`src/rtl/dmem_pkg.sv`:
```
// Shared encodings, FSM states and byte-lane helpers for the data-memory access unit.
package dmem_pkg;

  localparam logic [1:0] SZ_BYTE = 2'b00;
  localparam logic [1:0] SZ_HALF = 2'b01;
  localparam logic [1:0] SZ_WORD = 2'b10;

  typedef enum logic [1:0] {
    IDLE    = 2'd0,
    RD_WAIT = 2'd1,
    RSP     = 2'd2
  } dmemState_t;

  // Byte-enable mask of a naturally aligned access within one 32-bit word.
  function automatic logic [3:0] byteEnMask(input logic [1:0] size, input logic [1:0] offset);
    logic [3:0] mask;
    case (size)
      SZ_BYTE: mask = 4'b0001 << offset;
      SZ_HALF: mask = 4'b0011 << offset;
      SZ_WORD: mask = 4'b1111;
      default: mask = 4'b0000;
    endcase
    return mask;
  endfunction

  function automatic logic isAccessError(input logic [1:0] size, input logic [1:0] offset);
    return ((size == SZ_HALF) && offset[0]) ||
           ((size == SZ_WORD) && (offset != 2'b00)) ||
           (size == 2'b11);
  endfunction

endpackage

```
`src/rtl/dmem_load_align.sv`:
```
// Combinational lane select and sign/zero extension of a BRAM read word.
module dmem_load_align
  import dmem_pkg::*;
#(
  parameter int COL_WIDTH  = 8,
  parameter int NUM_COL    = 4,
  parameter int DATA_WIDTH = NUM_COL * COL_WIDTH
) (
  input  logic [DATA_WIDTH-1:0] memDout,
  input  logic [1:0]            offset,
  input  logic [1:0]            size,
  input  logic                  isUnsigned,
  output logic [DATA_WIDTH-1:0] result
);

  logic [COL_WIDTH-1:0]   lanes [NUM_COL];
  logic [COL_WIDTH-1:0]   byteSel;
  logic [2*COL_WIDTH-1:0] halfSel;

  generate
    for (genvar gi = 0; gi < NUM_COL; gi++) begin : g_lane
      assign lanes[gi] = memDout[gi*COL_WIDTH +: COL_WIDTH];
    end
  endgenerate

  always_comb begin
    byteSel = lanes[offset];
    halfSel = offset[1] ? memDout[DATA_WIDTH-1 -: 2*COL_WIDTH] : memDout[2*COL_WIDTH-1:0];
    result  = '0;
    case (size)
      SZ_BYTE: result = {{(DATA_WIDTH-COL_WIDTH){~isUnsigned & byteSel[COL_WIDTH-1]}}, byteSel};
      SZ_HALF: result = {{(DATA_WIDTH-2*COL_WIDTH){~isUnsigned & halfSel[2*COL_WIDTH-1]}}, halfSel};
      SZ_WORD: result = memDout;
      default: result = '0;
    endcase
  end

endmodule

```
`src/rtl/dmem_access_unit.sv`:
```
// Core-side load/store port onto one byte-write BRAM port (no-change mode, 1-cycle read),
// returning aligned load data or an error flag on a valid/ready response channel.
module dmem_access_unit
  import dmem_pkg::*;
#(
  parameter int ADDR_WIDTH = 10,
  parameter int NUM_COL    = 4,
  parameter int COL_WIDTH  = 8,
  parameter int DATA_WIDTH = NUM_COL * COL_WIDTH
) (
  input  logic                    clk,
  input  logic                    rst_n,
  input  logic                    req_valid,
  output logic                    req_ready,
  input  logic                    req_we,
  input  logic [1:0]              req_size,
  input  logic                    req_unsigned,
  input  logic [ADDR_WIDTH+1:0]   req_addr,
  input  logic [DATA_WIDTH-1:0]   req_wdata,
  output logic                    rsp_valid,
  input  logic                    rsp_ready,
  output logic [DATA_WIDTH-1:0]   rsp_rdata,
  output logic                    rsp_err,
  output logic                    mem_en,
  output logic [NUM_COL-1:0]      mem_we,
  output logic [ADDR_WIDTH-1:0]   mem_addr,
  output logic [DATA_WIDTH-1:0]   mem_din,
  input  logic [DATA_WIDTH-1:0]   mem_dout
);

  dmemState_t            stateReg, stateNext;
  logic [1:0]            offsetReg, offsetNext;
  logic [1:0]            sizeReg, sizeNext;
  logic                  unsignedReg, unsignedNext;
  logic                  rspValidReg, rspValidNext;
  logic                  rspErrReg, rspErrNext;
  logic [DATA_WIDTH-1:0] rspRdataReg, rspRdataNext;

  logic                  accept;
  logic                  accessErr;
  logic                  doAccess;
  logic                  doStore;
  logic [DATA_WIDTH-1:0] replData;
  logic [DATA_WIDTH-1:0] alignedData;

  assign req_ready = (stateReg == IDLE);
  assign accept    = req_valid & req_ready;
  assign accessErr = isAccessError(req_size, req_addr[1:0]);
  assign doAccess  = accept & ~accessErr;
  assign doStore   = doAccess & req_we;

  // Store data replicated across lanes so the byte enables alone pick the target bytes.
  generate
    for (genvar gi = 0; gi < NUM_COL; gi++) begin : g_repl
      assign replData[gi*COL_WIDTH +: COL_WIDTH] =
          (req_size == SZ_BYTE) ? req_wdata[COL_WIDTH-1:0] :
          (req_size == SZ_HALF) ? req_wdata[(gi%2)*COL_WIDTH +: COL_WIDTH] :
                                  req_wdata[gi*COL_WIDTH +: COL_WIDTH];
    end
  endgenerate

  assign mem_en   = doAccess;
  assign mem_we   = doStore ? byteEnMask(req_size, req_addr[1:0]) : '0;
  assign mem_addr = doAccess ? req_addr[ADDR_WIDTH+1:2] : '0;
  assign mem_din  = doStore ? replData : '0;

  dmem_load_align #(
    .COL_WIDTH (COL_WIDTH),
    .NUM_COL   (NUM_COL),
    .DATA_WIDTH(DATA_WIDTH)
  ) uLoadAlign (
    .memDout   (mem_dout),
    .offset    (offsetReg),
    .size      (sizeReg),
    .isUnsigned(unsignedReg),
    .result    (alignedData)
  );

  always_comb begin
    stateNext    = stateReg;
    offsetNext   = offsetReg;
    sizeNext     = sizeReg;
    unsignedNext = unsignedReg;
    rspValidNext = rspValidReg;
    rspErrNext   = rspErrReg;
    rspRdataNext = rspRdataReg;
    case (stateReg)
      IDLE: begin
        if (accept) begin
          if (accessErr || req_we) begin
            stateNext    = RSP;
            rspValidNext = 1'b1;
            rspErrNext   = accessErr;
            rspRdataNext = '0;
          end else begin
            stateNext    = RD_WAIT;
            offsetNext   = req_addr[1:0];
            sizeNext     = req_size;
            unsignedNext = req_unsigned;
          end
        end
      end
      // mem_dout is only trusted in this cycle; no-change mode holds it otherwise.
      RD_WAIT: begin
        stateNext    = RSP;
        rspValidNext = 1'b1;
        rspErrNext   = 1'b0;
        rspRdataNext = alignedData;
      end
      RSP: begin
        if (rsp_ready) begin
          stateNext    = IDLE;
          rspValidNext = 1'b0;
        end
      end
      default: stateNext = IDLE;
    endcase
  end

  always_ff @(posedge clk) begin
    if (!rst_n) begin
      stateReg    <= IDLE;
      offsetReg   <= '0;
      sizeReg     <= '0;
      unsignedReg <= 1'b0;
      rspValidReg <= 1'b0;
      rspErrReg   <= 1'b0;
      rspRdataReg <= '0;
    end else begin
      stateReg    <= stateNext;
      offsetReg   <= offsetNext;
      sizeReg     <= sizeNext;
      unsignedReg <= unsignedNext;
      rspValidReg <= rspValidNext;
      rspErrReg   <= rspErrNext;
      rspRdataReg <= rspRdataNext;
    end
  end

  assign rsp_valid = rspValidReg;
  assign rsp_err   = rspErrReg;
  assign rsp_rdata = rspRdataReg;

endmodule

```
`config.mk`:
```
export PLATFORM = sky130hd
export DESIGN_NAME = dmem_access_unit
export DESIGN_NICKNAME = d
export VERILOG_FILES = /design/src/rtl/dmem_pkg.sv /design/src/rtl/dmem_load_align.sv /design/src/rtl/dmem_access_unit.sv
export SDC_FILE = /design/constraint.sdc
export NUM_CORES = 1
export LEC_CHECK = 0
export ABC_AREA = 1
export ABC_CLOCK_PERIOD_IN_PS = 2500
export BUFFER_PORTS_ARGS = -buffer_cell sky130_fd_sc_hd__buf_2
export CAP_MARGIN = 20
export CORE_MARGIN = 4
export CORE_UTILIZATION = 42
export CTS_CLUSTER_SIZE = 28
export DETAILED_ROUTE_END_ITERATION = 16
export PLACE_DENSITY = 0.73
export SETUP_SLACK_MARGIN = 0.05
export SYNTH_ARGS = -nofsm -noshare
export SYNTH_HDL_FRONTEND = slang
export SYNTH_HIERARCHICAL = 1
export SYNTH_SLANG_ARGS = --single-unit
```
`constraint.sdc`:
```
create_clock -name clk -period 2.5 [get_ports clk]
set_input_delay 0.5 -clock clk [delete_from_list [all_inputs] [get_ports clk]]
set_output_delay 0.5 -clock clk [all_outputs]
set_load 0.05 [all_outputs]
```
* Yosys cells after proc, flatten, opt, wreduce, memory -nomap -nowiden
Index checks and enable logic that the tools add are counted.
** Cells by class
- Magnitude comparators :: 1
- Equality and inequality tests :: 10
- Shift operators :: 2
- Muxes and demuxes :: 28
- Bitwise logic cells :: 9
- Reduce and logical (&&, ||, !) cells :: 15
** Operators with widths (number)
- $mux W32 :: 3
- $pmux W32 S3 :: 1
- $pmux W32 S2 :: 1
- $mux W8 :: 7
- $bmux W8 S2 :: 1
- $mux W16 :: 1
- $pmux W4 S3 :: 1
- $mux W10 :: 1
- $eq A2 B2 Y1 const B :: 4
- $eq A2 B1 Y1 const B :: 3
- $logic_not A2 Y1 :: 3
- $mux W2 :: 3
- $pmux W2 S3 :: 1
- $reduce_and A3 Y1 :: 2
- $and A1 B1 Y1 :: 5
- $mux W1 :: 5
- $mux W4 :: 1
- $ne A2 B1 Y1 const B :: 2
- $reduce_and A4 Y1 :: 1
- $reduce_bool A2 Y1 :: 2
- $shl A1 B2 Y4 const A :: 1
- $shl A2 B2 Y4 const A :: 1
- $ge A3 B3 Y1 const B :: 1
- $logic_or A1 B1 Y1 :: 3
- other kinds (8) :: 11
** Storage, ports and cells
- Bits in registers :: 41
- Bits of input ports :: 84
- Output and inout bits :: 82
- Logic and storage cells :: 72

* Longest topological paths before layout
Gate-level depths: netlist of the first run.
- Word-level depth :: 8
- Depth in mapped cells :: 13

* By module
The synthesis of the first run kept the hierarchy.
** Modules (own cells, without submodules)
- dmem_access_unit :: instances 1, cells each 398, area each 2503.7 µm², sequential area each 820.8 µm²
- dmem_load_align :: instances 1, cells each 202, area each 893.4 µm², sequential area each 0.0 µm²

* Worst setup path before layout of the first run
No wires, ideal clock.
- Path kind :: register -> output
- Start :: register stateReg[1]
- End :: output port mem_din[24]
- Arrival time :: 2.392 ns
- Required time :: 2.000 ns
- Path slack :: -0.392 ns
- Stages on the path, launching flop included :: 7
- Path buffers :: 1
- Cells stage by stage :: dfxtp_1 > nor2_2 > nand2_1 > nor2_4 > nand2_4 > buf_2 > nor2_1
** On the way
- Cells in the longest elaborated chain, start to end :: 5
** RTL lines
- start: declaration :: line dmem_access_unit.sv:31 : dmemState_t stateReg, stateNext;
- start signal: assignment :: line dmem_access_unit.sv:130 : stateReg <= stateNext;
- $logic_not A2 Y1 :: line dmem_access_unit.sv:46 : assign req_ready = (stateReg == IDLE);
- named net req_ready :: line dmem_access_unit.sv:14 : output logic req_ready,
- $and A1 B1 Y1 :: line dmem_access_unit.sv:47 : assign accept = req_valid & req_ready;
- $and A1 B1 Y1 :: line dmem_access_unit.sv:49 : assign doAccess = accept & ~accessErr;
- named net mem_en :: line dmem_access_unit.sv:24 : output logic mem_en,
- $and A1 B1 Y1 :: line dmem_access_unit.sv:50 : assign doStore = doAccess & req_we;
- $mux W32 :: line dmem_access_unit.sv:65 : assign mem_din = doStore ? replData : '0;
- end: declaration :: line dmem_access_unit.sv:27 : output logic [DATA_WIDTH-1:0] mem_din,
The timed path passes the listed nets, and every way through them passes these cells.

* Worst setup path in the final report of the first run
- Start :: register stateReg[1]
- End :: output port mem_din[27]
** On the way
- Cells in the longest elaborated chain, start to end :: 5
** RTL lines (line)
- $logic_not A2 Y1 :: dmem_access_unit.sv:46
- $and A1 B1 Y1 :: dmem_access_unit.sv:47
- $and A1 B1 Y1 :: dmem_access_unit.sv:49
- $and A1 B1 Y1 :: dmem_access_unit.sv:50
- $mux W32 :: dmem_access_unit.sv:65
No other way between the ends.

==> reports/metrics.yaml, run 1 <==
run_status: "finished clean"
dp_slack_ns: 0.162
postSynthNetCount: 684
post_drt_via_cell_ratio: 4.78
die_y_um: 97.9
antenna-diode-count: 0
power.combinational.fraction: 0.404
setup_repair_after_global_routing_missed_its_margin: "false"
clock-sinks: 41
power_leakage_nw: 2.53
clkPwrFrac: 0.259
worstPathMaxFanout: 28
core.rowCount: 32
num_vias: 4065
setup.worst_path.class: "register to output pin"
finalClockSkew_ns: 0.00466
share_of_power_burned_in_registers: 0.337
ant_nets: 0
yosysWarnings: 6
tightestPinTransition_ns: 0.676
share_of_cells_above_drive_strength_1: 0.336
ios: 166
worst_path_max_delay_cell: "sky130_fd_sc_hd__dfxtp_1"
floorplan.core_area_um2: 7810
postLayoutSetupSlackWorst_ns: 0.145
worstPathCellList: "nor2_4, nand2_1, nor2_4, nand2_4, buf_12, nor2_2, buf_2"
die_width_um: 97.9
detail_route.iter0.violations: 177
netSwitchingPower_uw: 908
netlist_instances: 600
timing.critical_path.to_type: "output pin"
final.fill_count: 789
mapped_avg_cell_area_um2: 5.66
cellPowerDensity_nw_per_um2: 488
final-max-slew-violation-count: 0
relSlewSlack: 0.549
startpoint_type: "register"
drt-total-wl_um: 10600
layout-area-overhead-vs-synth_pct: 33.0
numPortBuffers: 165
worst_path_most_repeated_cell: "sky130_fd_sc_hd__nor2_4"
clkTransAtPathRegs_ns: 0.08
detail_placement_hpwl_um: 8320
grt_start_max_net_pins: 41
grt_antenna_before_repair: 1
timing.critical_path.max_delay_family: "simple AND/OR/NAND/NOR gates"
post_cts.repair.setup_buffers: 0
post-route-period-util: 0.942
ctsHoldBuffers: 0
timing.final.setup_violations: 0
cts_tree: "built"
internal_power_mw: 1.30
drc_errors: 0
cts.path.max_buffers: 2
clock_tree.root_cell: "sky130_fd_sc_hd__clkbuf_8"
endpoints_failing_hold: 0
gpl.final_weighted_congestion: 0.894
cts_bufs_inserted: 5
yosysUniqueCellTypes: 26
synth-seq-cells: 41
clock.fmax_ghz: 0.425
crit_arrival_ns: 1.86
max_cap_violations: 0
synth_seq_area_share: 0.242
firstDrtPassIters: 4
groute.usage.overall: 0.219
die_area_um2: 9590
synth_top_area_share: 0.242
grt.overflow.total: 0
syn-cell-area_um2: 3400
worst-endpoint-required_ns: 2.00
p_total_mw: 2.20
nNetsFinal: 832
initial_utilization: 0.435
timing.critical_path.buf_inv: 2
vdd.ir_drop.worst_uv: 197
min-delay-path-class: "input pin to register"
netlist_top_cells_area: "sky130_fd_sc_hd__dfxtp_1 24%, sky130_fd_sc_hd__nand2_1 18%, sky130_fd_sc_hd__nor2_1 14%"
first_global_vias: 3862
global_route_wire_length_before_repair_um: 17600
power.switching_fraction: 0.412
per_cell_routed_wire_length_um: 12.5
clk_latency_ns: 0.30
yosysTopAreaCell: "sky130_fd_sc_hd__dfxtp_1"
final.min_clock_period_ns: 2.36
cts.htree.levels: 2
critPathMaxStageDelay_ns: 0.39
cell families (layout without fill, tap and decap cells):
logic type             Yosys count  in the layout  synth area share
DFF                             41             41             0.242
AOI/OAI and AO/OA               58             58            0.0939
and+or+nand+nor                357            357             0.442
muxes                           25             25            0.0737
buffers and inverters          119            268             0.149
repair_timing:
action                     4_1_cts  5_1_grt
gates resized for setup          0        3
hold endpoints to repair         0        0
setup endpoints to repair        0        3
state kept, by name, summed over array words and instances (netlist names):
signal,cells
rsp_rdata,32
offsetReg,2
sizeReg,2
stateReg,2
rsp_err,1
rsp_valid,1
unsignedReg,1
path summary, 6_finish.rpt:
check,from,end,slack [ns],cells past startpoint
max,stateReg[1],mem_din[27],0.14,7
min,req_unsigned,unsignedReg,0.46,3
max reg2reg,sizeReg[1],rsp_rdata[12],0.58,10
min reg2reg,rsp_valid,rsp_valid,0.48,2
final cells by class:
class | instances | area [µm²] | share of cell area
Clock buffer | 7 | 86.3 | 0.0191
Sequential cell | 41 | 821 | 0.182
Inverter | 87 | 329 | 0.0729
Multi-Input combinational cell | 440 | 2200 | 0.488
Clock inverter | 1 | 30.0 | 0.00665
Timing Repair Buffer | 173 | 921 | 0.204
Tap cell | 102 | 128 | 0.0283
tightest hold or removal path: cells and delay by family:
| family | cells | cell delay (ns) |
|---|---|---|
| buf+inv | 1 | 0.08 |
| simple gates | 2 | 0.15 |
layout by cell type (no fill, tap or decap), drive strengths merged:
cell type    n
a21oi       35
a22oi        1
dfxtp       41
clkbuf      10
buf        170
a221oi       5
bufinv       1
nand3       34
o21ai       17
nand2      185
inv         87
nand3b       2
nor2       133
mux2i       25
or2          1
nand4        2
through the flow:
stage	area (µm²)	hold slack, ns	setup TNS, ns	utilization	std cells
2_1_floorplan	3520	0.478	-2.45	-	600
3_3_place_gp	4390	0.451	0	0.563	843
3_5_place_dp	4390	0.462	0	0.563	843
4_1_cts	4510	0.464	0	0.578	851
5_1_grt	4520	0.470	0	0.579	851
6_report	4520	0.462	0	0.579	851
synthesized netlist by cell type, drive strengths merged:
cell type and number:
a21oi 35, a221oi 5, a22oi 1, buf 27
clkbuf 5, dfxtp 41, inv 87, mux2i 25
nand2 185, nand3 34, nand3b 2, nand4 2
nor2 133, o21ai 17, or2 1
metal layers:
layer,track usage,part of all wire,up-vias
met5,0,0.0011,-
met4,0.0639,0.016,2
met2,0.392,0.49,154
met1,0.255,0.41,1774
met3,0.0571,0.081,14
li1,-,-,2121
power groups by stage:
| stage | sequential (mW) | combinational [mW] | clock, mW |
|---|---|---|---|
| 2_1_floorplan | 0.926 | 0.508 | 0 |
| 3_3_place_gp | 0.756 | 0.885 | 0 |
| 3_5_place_dp | 0.759 | 0.892 | 0 |
| 4_1_cts | 0.744 | 0.896 | 0.581 |
| 5_1_grt | 0.751 | 0.984 | 0.607 |
| 6_report | 0.743 | 0.890 | 0.571 |
No activity file was read; power rests on OpenSTA's default activity.
==> run 2, diff against run 1 <==
- GPL_TIMING_DRIVEN: default -> 0
==> run 2 against run 1 <==
Effect of this change: total power down 3.6%; non-clock buffer count up 23; sequential share of layout area down 0.46 points; critical path type is now input pin to output pin; clock power down 21%; critical endpoint is now mem_din[13]; sequential power down 0.7%; via count up 4.3%; setup slack worse by 0.025 ns; largest cell class unchanged.
==> reports/metrics.yaml, run 2 (synthesis results as in run 1) <==
run_status: "finished clean"
die_width_um: 97.9  # unchanged
endpoints_failing_hold: 0  # unchanged
share_of_cells_above_drive_strength_1: 0.349  # +0.0124
startpoint_type: "input pin"
die_area_um2: 9590  # unchanged
cts.htree.levels: 2  # unchanged
sequential_cell_area_um2: 821  # unchanged
post_drt_via_cell_ratio: 4.86  # +1.7%
internal_power_mw: 1.21  # -6.6%
timing.hold.ws_ns: 0.464  # +0.00129 ns
initial_utilization: 0.435  # unchanged
clock-sinks: 41  # unchanged
crit_arrival_ns: 1.88  # +0.02 ns
grt_antenna_before_repair: 0  # -1
dp_slack_ns: -0.0521  # -0.214 ns
worst-endpoint-required_ns: 2.00  # about the same
worstPathMaxFanout: 10  # -64%
cellPowerDensity_nw_per_um2: 459  # -6.0%
floorplan.core_area_um2: 7810  # unchanged
antenna-diode-count: 0  # unchanged
numPortBuffers: 163  # -1.2%
layout-area-overhead-vs-synth_pct: 36.4
grt.overflow.total: 0  # unchanged
global_route_wire_length_before_repair_um: 18600  # +5.2%
cts_tree: "built"
tightestPinTransition_ns: 0.562  # -0.114 ns
multi_input_area_um2: 2200  # unchanged
p_total_mw: 2.12  # -3.6%
timing.critical_path.to_type: "output pin"
power_leakage_nw: 2.58  # +1.8%
num_vias: 4239  # +4.3%
grt_start_max_net_pins: 13  # -68%
core.rowCount: 32  # unchanged
clock.fmax_ghz: 0.420  # -1.1%
detail_route.iter0.violations: 196  # +11%
dp.cells: 865  # +2.6%
clock_tree.root_cell: "sky130_fd_sc_hd__clkbuf_8"
nNetsFinal: 855  # +2.8%
netSwitchingPower_uw: 914  # +0.69%
postLayoutSetupSlackWorst_ns: 0.119  # -0.0253 ns
clkTransAtPathRegs_ns: 0.08  # about the same
per_cell_routed_wire_length_um: 13.1  # +5.1%
share_of_power_burned_in_registers: 0.347  # +0.010
relSlewSlack: 0.625  # +0.0759
ant_nets: 0  # unchanged
timing.final.setup_violations: 0  # unchanged
first_global_vias: 4148  # +7.4%
power.combinational.fraction: 0.441  # +0.037
post-route-period-util: 0.952  # +0.0101
final-max-slew-violation-count: 0  # unchanged
cts.path.max_buffers: 2  # unchanged
setup.worst_path.class: "input pin to output pin"
largest_register_ffs: 32  # unchanged
cts_bufs_inserted: 5  # unchanged
final_instance_count_excl_fillers: 873  # +2.6%
ctsHoldBuffers: 0  # unchanged
ios: 166  # unchanged
layout_commonest_cell: "sky130_fd_sc_hd__nand2_1"
postPlaceCellArea_um2: 4470  # +1.7%
utilization: 0.593  # +0.0149
gpl.final_weighted_congestion: 0.913  # +2.1%
firstDrtPassIters: 5  # +1
clk_latency_ns: 0.29  # about the same
groute.usage.overall: 0.231  # +0.0127
vdd.ir_drop.worst_uv: 193  # -1.9%
drt-total-wl_um: 11400  # +7.8%
power.switching_fraction: 0.430  # +0.0183
aggregate_negative_setup_slack_ns: 0  # unchanged
die_y_um: 97.9  # unchanged
final_cell_area_um2: 4630  # +2.6%
detail_placement_hpwl_um: 9410  # +13%
setup_repair_after_global_routing_missed_its_margin: "false"
clkPwrFrac: 0.212  # -0.047
most-common-layout-cells: "166 x sky130_fd_sc_hd__nand2_1, 157 x sky130_fd_sc_hd__buf_2, 92 x sky130_fd_sc_hd__nor2_1"
final.min_clock_period_ns: 2.38  # +0.0253 ns
finalClockSkew_ns: 0.00330  # -0.00136 ns
drc_errors: 0  # unchanged
min-delay-path-class: "input pin to register"
max_cap_violations: 0  # unchanged
final.fill_count: 822  # +4.2%
run 2: cell types whose count changed in the layout (fill, tap and decap cells not counted), moves of 2 or more:
cell / previous run / this run
sky130_fd_sc_hd__clkbuf_1: 1 / 5
sky130_fd_sc_hd__clkbuf_4: 3 / 18
sky130_fd_sc_hd__buf_6: 0 / 4
sky130_fd_sc_hd__nor2_2: 31 / 33
sky130_fd_sc_hd__buf_2: 161 / 157
sky130_fd_sc_hd__buf_1: 0 / 3
sky130_fd_sc_hd__buf_12: 2 / 0
sky130_fd_sc_hd__buf_4: 7 / 9
run 2: power by group through the flow:
stage | clock [mW] | combinational (mW) | sequential (mW)
2_1_floorplan | 0 | 0.508 | 0.926
3_3_place_gp | 0 | 0.917 | 0.751
3_5_place_dp | 0 | 0.927 | 0.754
4_1_cts | 0.464 | 0.933 | 0.739
5_1_grt | 0.488 | 1.02 | 0.747
6_report | 0.450 | 0.936 | 0.738
run 2: routing by layer:
metal | share of wire | global-route usage | up-vias
li1 | - | - | 2167
met1 | 0.39 | 0.262 | 1879
met2 | 0.50 | 0.431 | 176
met3 | 0.091 | 0.0557 | 17
met4 | 0.014 | 0.0596 | 0
met5 | 0 | 0 | -
run 2: critical path: stages:
cell	delay, ns
sky130_fd_sc_hd__buf_2	0.15
sky130_fd_sc_hd__o21ai_2	0.22
sky130_fd_sc_hd__nand2_2	0.12
sky130_fd_sc_hd__nor2_4	0.15
sky130_fd_sc_hd__nand2_4	0.11
sky130_fd_sc_hd__clkbuf_4	0.26
sky130_fd_sc_hd__nor2_2	0.13
sky130_fd_sc_hd__clkbuf_4	0.24
run 2: repair_timing:
item | in CTS | in global routing
endpoints found under the setup margin | 30 | 32
resized for setup | 6 | 22
buffers inserted | 1 | 0
pin swaps | 1 | 0
run 2: worst paths after layout:
kind | end | cells past startpoint | startpoint | slack (ns)
worst max-delay path | mem_din[13] | 8 | req_addr[0] | 0.12
worst max register to register | rsp_rdata[21] | 13 | offsetReg[1] | 0.85
worst min-delay path | unsignedReg | 3 | req_unsigned | 0.46
worst min register to register | rsp_valid | 2 | rsp_valid | 0.47
run 2: final cells by class:
class	count	share of cell area
buffer	32	0.0394
clock buffer	6	0.0178
clock inverter	1	0.00162
inverter	87	0.0710
multi-input combinational	440	0.475
sequential	41	0.177
tap	102	0.0275
timing repair buffer	164	0.190
